--- src/rtl/fetch_redirect_unit_if.sv ---
// Signal bundle between the fetch redirect unit and its neighbours: jump redirects from
// execute, the imem request/response channel and the two-slot packet channel to decode.
// Handshakes: a transfer happens on a cycle where valid and ready are both high; the
// sender holds valid and its payload stable until that cycle, and ready may depend on valid.
interface fetch_redirect_unit_if;
   logic        way0_jumpFlag_i;
   logic [31:0] way0_jumpAddr_i;
   logic        way1_jumpFlag_i;
   logic [31:0] way1_jumpAddr_i;
   logic        imem_req_valid_o;
   logic        imem_req_ready_i;
   logic [31:0] imem_req_addr_o;
   logic        imem_rsp_valid_i;
   logic [63:0] imem_rsp_data_i;
   logic        fetch_valid_o;
   logic        fetch_ready_i;
   logic        fetch_way0_valid_o;
   logic [31:0] fetch_way0_pc_o;
   logic [31:0] fetch_way0_inst_o;
   logic        fetch_way1_valid_o;
   logic [31:0] fetch_way1_pc_o;
   logic [31:0] fetch_way1_inst_o;
   logic        fetch_flush_o;

   modport slave (
      input  way0_jumpFlag_i, way0_jumpAddr_i, way1_jumpFlag_i, way1_jumpAddr_i,
      input  imem_req_ready_i, imem_rsp_valid_i, imem_rsp_data_i, fetch_ready_i,
      output imem_req_valid_o, imem_req_addr_o, fetch_valid_o,
      output fetch_way0_valid_o, fetch_way0_pc_o, fetch_way0_inst_o,
      output fetch_way1_valid_o, fetch_way1_pc_o, fetch_way1_inst_o, fetch_flush_o
   );

   modport master (
      output way0_jumpFlag_i, way0_jumpAddr_i, way1_jumpFlag_i, way1_jumpAddr_i,
      output imem_req_ready_i, imem_rsp_valid_i, imem_rsp_data_i, fetch_ready_i,
      input  imem_req_valid_o, imem_req_addr_o, fetch_valid_o,
      input  fetch_way0_valid_o, fetch_way0_pc_o, fetch_way0_inst_o,
      input  fetch_way1_valid_o, fetch_way1_pc_o, fetch_way1_inst_o, fetch_flush_o
   );
endinterface

--- src/rtl/fetch_redirect_unit.sv ---
// Fetch redirect unit: owns the fetch PC, issues 8-byte imem requests, buffers packets for
// decode and restarts fetch on jump redirects. Optional perf counters: FETCH_PERF_CNT_EN.
module fetch_redirect_unit #(
   parameter logic [31:0] RESET_PC        = 32'h8000_0000,
   parameter int          MAX_OUTSTANDING = 2,
   parameter int          BUF_DEPTH       = 2
) (
   input  logic                 clk_i,
   input  logic                 rst_i,
   fetch_redirect_unit_if.slave bus
`ifdef FETCH_PERF_CNT_EN
   ,
   output logic [31:0]          perf_redirect_cnt_o,
   output logic [31:0]          perf_drop_cnt_o
`endif
);
   localparam int TAG_DEPTH = 4;
   localparam int BUF_AW    = (BUF_DEPTH > 1) ? $clog2(BUF_DEPTH) : 1;
   localparam int CNT_W     = BUF_AW + 1;
   localparam int SUM_W     = CNT_W + 3;

   logic [28:0]       pc_q;
   logic              skip0_q;
   logic [2:0]        out_q;
   logic [2:0]        drop_q;
   logic [29:0]       tag_mem_q [TAG_DEPTH];
   logic [1:0]        tag_wr_q;
   logic [1:0]        tag_rd_q;
   logic [28:0]       buf_pc_q   [BUF_DEPTH];
   logic              buf_skip_q [BUF_DEPTH];
   logic [63:0]       buf_data_q [BUF_DEPTH];
   logic [BUF_AW-1:0] buf_wr_q;
   logic [BUF_AW-1:0] buf_rd_q;
   logic [CNT_W-1:0]  buf_cnt_q;

   logic              redirect;
   logic [31:2]       target;
   logic              unused_addr_lsbs;
   logic [SUM_W-1:0]  inflight;
   logic              credit_ok;
   logic              req_valid;
   logic              req_fire;
   logic              rsp_fire;
   logic              rsp_keep;
   logic              rsp_discard;
   logic              fetch_valid;
   logic              pop;

   assign redirect         = bus.way0_jumpFlag_i | bus.way1_jumpFlag_i;
   assign target           = bus.way0_jumpFlag_i ? bus.way0_jumpAddr_i[31:2]
                                                 : bus.way1_jumpAddr_i[31:2];
   assign unused_addr_lsbs = ^{bus.way0_jumpAddr_i[1:0], bus.way1_jumpAddr_i[1:0]};

   // Credits cover every packet that may still land in the buffer, including stale
   // responses still in flight, so the buffer can never overflow.
   assign inflight  = SUM_W'(out_q) + SUM_W'(buf_cnt_q);
   assign credit_ok = inflight < SUM_W'(BUF_DEPTH);
   assign req_valid = !rst_i && !redirect && (out_q < 3'(MAX_OUTSTANDING)) && credit_ok;
   assign req_fire  = req_valid && bus.imem_req_ready_i;

   // A response with nothing outstanding (e.g. one requested before reset) is ignored.
   assign rsp_fire    = bus.imem_rsp_valid_i && (out_q != 3'd0);
   assign rsp_discard = rsp_fire && (redirect || (drop_q != 3'd0));
   assign rsp_keep    = rsp_fire && !redirect && (drop_q == 3'd0);

   assign fetch_valid = (buf_cnt_q != '0);
   assign pop         = fetch_valid && bus.fetch_ready_i;

   always_ff @(posedge clk_i or posedge rst_i) begin
      if (rst_i) begin
         pc_q      <= RESET_PC[31:3];
         skip0_q   <= 1'b0;
         out_q     <= 3'd0;
         drop_q    <= 3'd0;
         tag_wr_q  <= 2'd0;
         tag_rd_q  <= 2'd0;
         buf_wr_q  <= '0;
         buf_rd_q  <= '0;
         buf_cnt_q <= '0;
      end else begin
         if (req_fire && !rsp_fire) begin
            out_q <= out_q + 3'd1;
         end else if (!req_fire && rsp_fire) begin
            out_q <= out_q - 3'd1;
         end
         if (redirect) begin
            pc_q      <= target[31:3];
            skip0_q   <= target[2];
            // Everything still in flight after this edge belongs to the old path.
            drop_q    <= out_q - {2'b00, rsp_fire};
            tag_wr_q  <= 2'd0;
            tag_rd_q  <= 2'd0;
            buf_wr_q  <= '0;
            buf_rd_q  <= '0;
            buf_cnt_q <= '0;
         end else begin
            if (req_fire) begin
               pc_q     <= pc_q + 29'd1;
               skip0_q  <= 1'b0;
               tag_wr_q <= tag_wr_q + 2'd1;
            end
            if (rsp_discard) begin
               drop_q <= drop_q - 3'd1;
            end
            if (rsp_keep) begin
               tag_rd_q <= tag_rd_q + 2'd1;
               buf_wr_q <= buf_wr_q + BUF_AW'(1);
            end
            if (pop) begin
               buf_rd_q <= buf_rd_q + BUF_AW'(1);
            end
            buf_cnt_q <= buf_cnt_q + CNT_W'(rsp_keep) - CNT_W'(pop);
         end
      end
   end

   always_ff @(posedge clk_i) begin
      if (req_fire) begin
         tag_mem_q[tag_wr_q] <= {pc_q, skip0_q};
      end
      if (rsp_keep) begin
         buf_pc_q[buf_wr_q]   <= tag_mem_q[tag_rd_q][29:1];
         buf_skip_q[buf_wr_q] <= tag_mem_q[tag_rd_q][0];
         buf_data_q[buf_wr_q] <= bus.imem_rsp_data_i;
      end
   end

   assign bus.imem_req_valid_o   = req_valid;
   assign bus.imem_req_addr_o    = {pc_q, 3'b000};
   assign bus.fetch_flush_o      = redirect && !rst_i;
   assign bus.fetch_valid_o      = fetch_valid;
   // Slot data is zeroed while the buffer is empty so idle outputs never show stale entries.
   assign bus.fetch_way0_valid_o = fetch_valid && !buf_skip_q[buf_rd_q];
   assign bus.fetch_way1_valid_o = fetch_valid;
   assign bus.fetch_way0_pc_o    = fetch_valid ? {buf_pc_q[buf_rd_q], 3'b000} : 32'd0;
   assign bus.fetch_way1_pc_o    = fetch_valid ? {buf_pc_q[buf_rd_q], 3'b100} : 32'd0;
   assign bus.fetch_way0_inst_o  = fetch_valid ? buf_data_q[buf_rd_q][31:0] : 32'd0;
   assign bus.fetch_way1_inst_o  = fetch_valid ? buf_data_q[buf_rd_q][63:32] : 32'd0;

`ifdef FETCH_PERF_CNT_EN
   always_ff @(posedge clk_i or posedge rst_i) begin
      if (rst_i) begin
         perf_redirect_cnt_o <= 32'd0;
         perf_drop_cnt_o     <= 32'd0;
      end else begin
         if (redirect) begin
            perf_redirect_cnt_o <= perf_redirect_cnt_o + 32'd1;
         end
         if (rsp_discard) begin
            perf_drop_cnt_o <= perf_drop_cnt_o + 32'd1;
         end
      end
   end
`endif
endmodule

--- src/flat_wrapper.sv ---
// flat-port wrapper written by rule: the top's interface ports become plain ports
module fetch_redirect_unit_flat 
#(
   parameter logic [31:0] RESET_PC        = 32'h8000_0000,
   parameter int          MAX_OUTSTANDING = 2,
   parameter int          BUF_DEPTH       = 2
)
  (clk_i, rst_i, bus_way0_jumpFlag_i, bus_way0_jumpAddr_i, bus_way1_jumpFlag_i, bus_way1_jumpAddr_i, bus_imem_req_ready_i, bus_imem_rsp_valid_i, bus_imem_rsp_data_i, bus_fetch_ready_i, bus_imem_req_valid_o, bus_imem_req_addr_o, bus_fetch_valid_o, bus_fetch_way0_valid_o, bus_fetch_way0_pc_o, bus_fetch_way0_inst_o, bus_fetch_way1_valid_o, bus_fetch_way1_pc_o, bus_fetch_way1_inst_o, bus_fetch_flush_o);
  fetch_redirect_unit_if bus_i ();
  input  logic clk_i;
  input  logic rst_i;
  input wire logic [$bits(bus_i.way0_jumpFlag_i)-1:0] bus_way0_jumpFlag_i;
  input wire logic [$bits(bus_i.way0_jumpAddr_i)-1:0] bus_way0_jumpAddr_i;
  input wire logic [$bits(bus_i.way1_jumpFlag_i)-1:0] bus_way1_jumpFlag_i;
  input wire logic [$bits(bus_i.way1_jumpAddr_i)-1:0] bus_way1_jumpAddr_i;
  input wire logic [$bits(bus_i.imem_req_ready_i)-1:0] bus_imem_req_ready_i;
  input wire logic [$bits(bus_i.imem_rsp_valid_i)-1:0] bus_imem_rsp_valid_i;
  input wire logic [$bits(bus_i.imem_rsp_data_i)-1:0] bus_imem_rsp_data_i;
  input wire logic [$bits(bus_i.fetch_ready_i)-1:0] bus_fetch_ready_i;
  output wire logic [$bits(bus_i.imem_req_valid_o)-1:0] bus_imem_req_valid_o;
  output wire logic [$bits(bus_i.imem_req_addr_o)-1:0] bus_imem_req_addr_o;
  output wire logic [$bits(bus_i.fetch_valid_o)-1:0] bus_fetch_valid_o;
  output wire logic [$bits(bus_i.fetch_way0_valid_o)-1:0] bus_fetch_way0_valid_o;
  output wire logic [$bits(bus_i.fetch_way0_pc_o)-1:0] bus_fetch_way0_pc_o;
  output wire logic [$bits(bus_i.fetch_way0_inst_o)-1:0] bus_fetch_way0_inst_o;
  output wire logic [$bits(bus_i.fetch_way1_valid_o)-1:0] bus_fetch_way1_valid_o;
  output wire logic [$bits(bus_i.fetch_way1_pc_o)-1:0] bus_fetch_way1_pc_o;
  output wire logic [$bits(bus_i.fetch_way1_inst_o)-1:0] bus_fetch_way1_inst_o;
  output wire logic [$bits(bus_i.fetch_flush_o)-1:0] bus_fetch_flush_o;
  assign bus_i.way0_jumpFlag_i = bus_way0_jumpFlag_i;
  assign bus_i.way0_jumpAddr_i = bus_way0_jumpAddr_i;
  assign bus_i.way1_jumpFlag_i = bus_way1_jumpFlag_i;
  assign bus_i.way1_jumpAddr_i = bus_way1_jumpAddr_i;
  assign bus_i.imem_req_ready_i = bus_imem_req_ready_i;
  assign bus_i.imem_rsp_valid_i = bus_imem_rsp_valid_i;
  assign bus_i.imem_rsp_data_i = bus_imem_rsp_data_i;
  assign bus_i.fetch_ready_i = bus_fetch_ready_i;
  assign bus_imem_req_valid_o = bus_i.imem_req_valid_o;
  assign bus_imem_req_addr_o = bus_i.imem_req_addr_o;
  assign bus_fetch_valid_o = bus_i.fetch_valid_o;
  assign bus_fetch_way0_valid_o = bus_i.fetch_way0_valid_o;
  assign bus_fetch_way0_pc_o = bus_i.fetch_way0_pc_o;
  assign bus_fetch_way0_inst_o = bus_i.fetch_way0_inst_o;
  assign bus_fetch_way1_valid_o = bus_i.fetch_way1_valid_o;
  assign bus_fetch_way1_pc_o = bus_i.fetch_way1_pc_o;
  assign bus_fetch_way1_inst_o = bus_i.fetch_way1_inst_o;
  assign bus_fetch_flush_o = bus_i.fetch_flush_o;
  fetch_redirect_unit #(.RESET_PC(RESET_PC), .MAX_OUTSTANDING(MAX_OUTSTANDING), .BUF_DEPTH(BUF_DEPTH)) u_core (.clk_i(clk_i), .rst_i(rst_i), .bus(bus_i));
endmodule
--- config.mk ---
export PLATFORM = sky130hd
export DESIGN_NAME = fetch_redirect_unit_flat
export DESIGN_NICKNAME = d
export VERILOG_FILES = /design/src/rtl/fetch_redirect_unit_if.sv /design/src/rtl/fetch_redirect_unit.sv /design/src/flat_wrapper.sv
export SDC_FILE = /design/constraint.sdc
export NUM_CORES = 1
export LEC_CHECK = 0
export CORE_ASPECT_RATIO = 0.8
export CORE_MARGIN = 2
export CORE_UTILIZATION = 50
export CTS_CLUSTER_DIAMETER = 100
export DETAILED_ROUTE_END_ITERATION = 8
export PLACE_DENSITY = 0.9
export SLEW_MARGIN = 10
export SYNTH_ARGS = -nofsm -noshare
export SYNTH_HDL_FRONTEND = slang
export SYNTH_SLANG_ARGS = --single-unit
--- constraint.sdc ---
create_clock -name clk_i -period 10.8 [get_ports clk_i]
set_clock_uncertainty 0.1 [all_clocks]
set_input_delay 1.62 -clock clk_i [delete_from_list [all_inputs] [get_ports clk_i]]
set_output_delay 1.62 -clock clk_i [all_outputs]
set_load 0.05 [all_outputs]
==> qor.txt <==
# Post-CTS Setup Buffers = 0
First-pass GRT wire length = 50650 um
Die width = 194.6 um
Crit path max-delay family = buffers and inverters
Max-slew violations = 0
Critical-path cell list = clkdlybuf4s50_1, buf_4, or4_4, nor2_1, clkdlybuf4s50_1
Slew headroom = 0.1927
Max IR drop VDD = 92.46 uV
Most numerous cell in the Yosys netlist = edfxtp_1
DIE AREA = 30460 um2
ANT cells = 0
Vias post-DR = 8777
DP Cell Count = 1514
# DRC = 0
# port buffers = 287
CP max-delay cell = clkdlybuf4s50_1
Max Cap Viol = 0
Yosys top cell by area = edfxtp_1
Worst slack, placed = 5225 ps
Pleak = 6.110 nW
Vias in the first global route = 8958
Share of cells above drive strength 1 = 0.08789
Worst Path Required = 9080 ps
Setup crit start kind = input pin
Mean post-synth cell area = 15.80 um2
All-Layer GR Usage = 0.2189
Hold Fails Final Rpt = 0
Die Y = 156.5 um
Total Power = 3.052 mW
Setup violations, final = 0
DRT iter0 DRCs = 604
Register area share after synthesis = 0.7122
PD cells = 164.0 nW/um2
Clock buffer count from CTS = 36
Peak Freq = 0.1779 GHz
Post-DR vias/cell = 5.569
Largest net degree at the start of global routing = 96
Core region area = 28420 um2
Nets@finish = 1331
Pre-Repair DR Iteration Count = 5
Worst Path Class, Setup = in -> out
Post-synthesis cell area = 14530 um2
Routed WL = 33550 um
Setup crit end kind = output port
Gpl congestion = 0.8617
RSZ-0062 raised after global routing = false
Critical Path AT = 3900 ps
Total congestion overflow = 0
Period Utilization, post-route = 0.5204
Resized Gates After CTS = 0
Total negative setup slack = 0 ps
Floorplan row count = 55
Min Hold Slack = 459.8 ps
Top FF cell, synth = edfxtp_1
Commonest cells in the netlist = edfxtp_1 (308), nor2_1 (117), mux2i_1 (97)
CTS root buffer = clkbuf_16
Top cell by count, worst path = clkdlybuf4s50_1
Wire per inst = 21.29 um
Final ANT Viol Nets = 0
Top cell type's share of synthesized area = 0.6364
Initial Util = 0.5114
Insertion delay to the later sink of the worst-skew pair = 520 ps
Ranking of synthesized cells by area = edfxtp_1 (64%), dfrtp_1 (7.4%), mux2i_1 (6.7%)
Antenna violations before repair = 0
EDFF count, synth = 308
CTS max path bufs = 3
Worst hold path type = reg -> reg
CP peak stage delay = 840 ps
Worst-Margin Slew = 1200 ps
Cell Count, Final, Fillers Out = 1576
DP Wirelength = 22030 um
Crit path time final = 5620 ps
Cells after Synth = 920
Worst setup margin = 5180 ps
Clock-pin slew on the worst setup and hold paths = 60 ps
I/O pin cnt = 300
CTS Hold Bufs = 0
Status = finished, final reports clean
Ys Warns = 0
P&R area growth vs syn = 28.07%
Crit path buf inv count = 3
Synthesis-stage register bit count = 352
Clk sinks = 352
TritonCTS clock tree = yes
H-Tree Level Count = 2
Worst-path fanout max = 40
Yosys cell types = 55
Layout fillers = 1931
Synth async-reset ratio = 0.1250
layer usage:
layer / vias up / wire length [um] / global-route usage
met3: 60 / 3360 / 0.06272
met1: 4333 / 13020 / 0.2761
met2: 457 / 16420 / 0.3707
li1: 3927 / - / -
met4: 0 / 743 / 0.06667
met5: - / 0 / 0
layout by cell type (no fill, tap or decap), types with 3 or more instances in the layout:
cell type and count:
a22oi_1 9, and3_1 14, nand2_1 22, clkinv_1 4, nand4_1 5, a211oi_1 8
o22ai_1 6, xor2_1 17, and2_1 5, nor4_1 4, o21ai_0 17, edfxtp_1 308
a21oi_1 22, ha_1 12, nor2_1 116, nor3_1 8, clkbuf_1 14, mux4_2 30
or3_1 5, conb_1 8, mux2_2 3, clkbuf_8 3, xnor2_1 16, mux2i_1 97
clkbuf_16 37, clkdlybuf4s50_1 287, inv_1 17, clkinv_2 4, dfrtp_1 41, nand3_1 12
buf_4 13, nor2b_1 7
logic make-up after synthesis:
kind of cell,after synthesis,share of synthesized area
flip-flops,352,0.7122
AND/OR/NAND/NOR,216,0.07111
multiplexers,130,0.1156
buffers and inverters,102,0.03728
AO/OA/AOI/OAI,72,0.03056
XOR/XNOR,33,0.01989
adder cells (fa/ha/maj),14,0.01309
other,1,0.0002580
flip-flops by register name, indices dropped and copies added, names as in the netlist, 2 cells and up:
name,flops
u_core.tag_wr_q,2
u_core.buf_data_q,128
u_core.pc_q,29
u_core.buf_cnt_q,2
u_core.buf_skip_q,2
u_core.drop_q,3
u_core.tag_mem_q,120
u_core.out_q,3
u_core.buf_pc_q,58
u_core.tag_rd_q,2
report_power, final:
group | total (mW) | switching (mW) | internal [mW]
registers | 1.59 | 0.0596 | 1.53
clock network | 1.13 | 0.474 | 0.652
logic | 0.336 | 0.193 | 0.143
total | 3.05 | 0.726 | 2.33
layout make-up:
| class | count | area (um2) | share of cell area |
|---|---|---|---|
| Clock buffer | 54 | 1020 | 0.05479 |
| Clock inverter | 8 | 45.04 | 0.002420 |
| Inverter | 19 | 71.32 | 0.003832 |
| Multi-Input combinational cell | 473 | 3687 | 0.1981 |
| Sequential cell | 352 | 10360 | 0.5564 |
| Tap cell | 370 | 462.9 | 0.02487 |
| Timing Repair Buffer | 300 | 2970 | 0.1596 |
tightest hold or removal path: cells and delay by family (launching register included):
family / cells / cell delay [ps]
DFF: 1 / 340
AOI/OAI and AO/OA: 2 / 180
metrics by stage:
stage                 util  area (um2)
floorplan                -       14560
global placement    0.6174       17550
detailed placement  0.6174       17550
CTS                 0.6549       18610
global route        0.6549       18610
finish              0.6549       18610
final timing paths:
check	from	end	slack [ps]	cells past startpoint
min in group asynchronous	rst_i	u_core.pc_q[11]	1510	2
worst max-delay path	bus_way0_jumpFlag_i	bus_imem_req_valid_o	5180	5
worst max register to register	u_core.drop_q[0]	u_core.buf_pc_q[0][1]	6790	6
max in group asynchronous	rst_i	u_core.pc_q[28]	8310	3
worst min register to register	u_core.drop_q[1]	u_core.drop_q[1]	460	2
worst min-delay path	u_core.drop_q[1]	u_core.drop_q[1]	460	2
No activity file was read; power rests on OpenSTA's default activity.
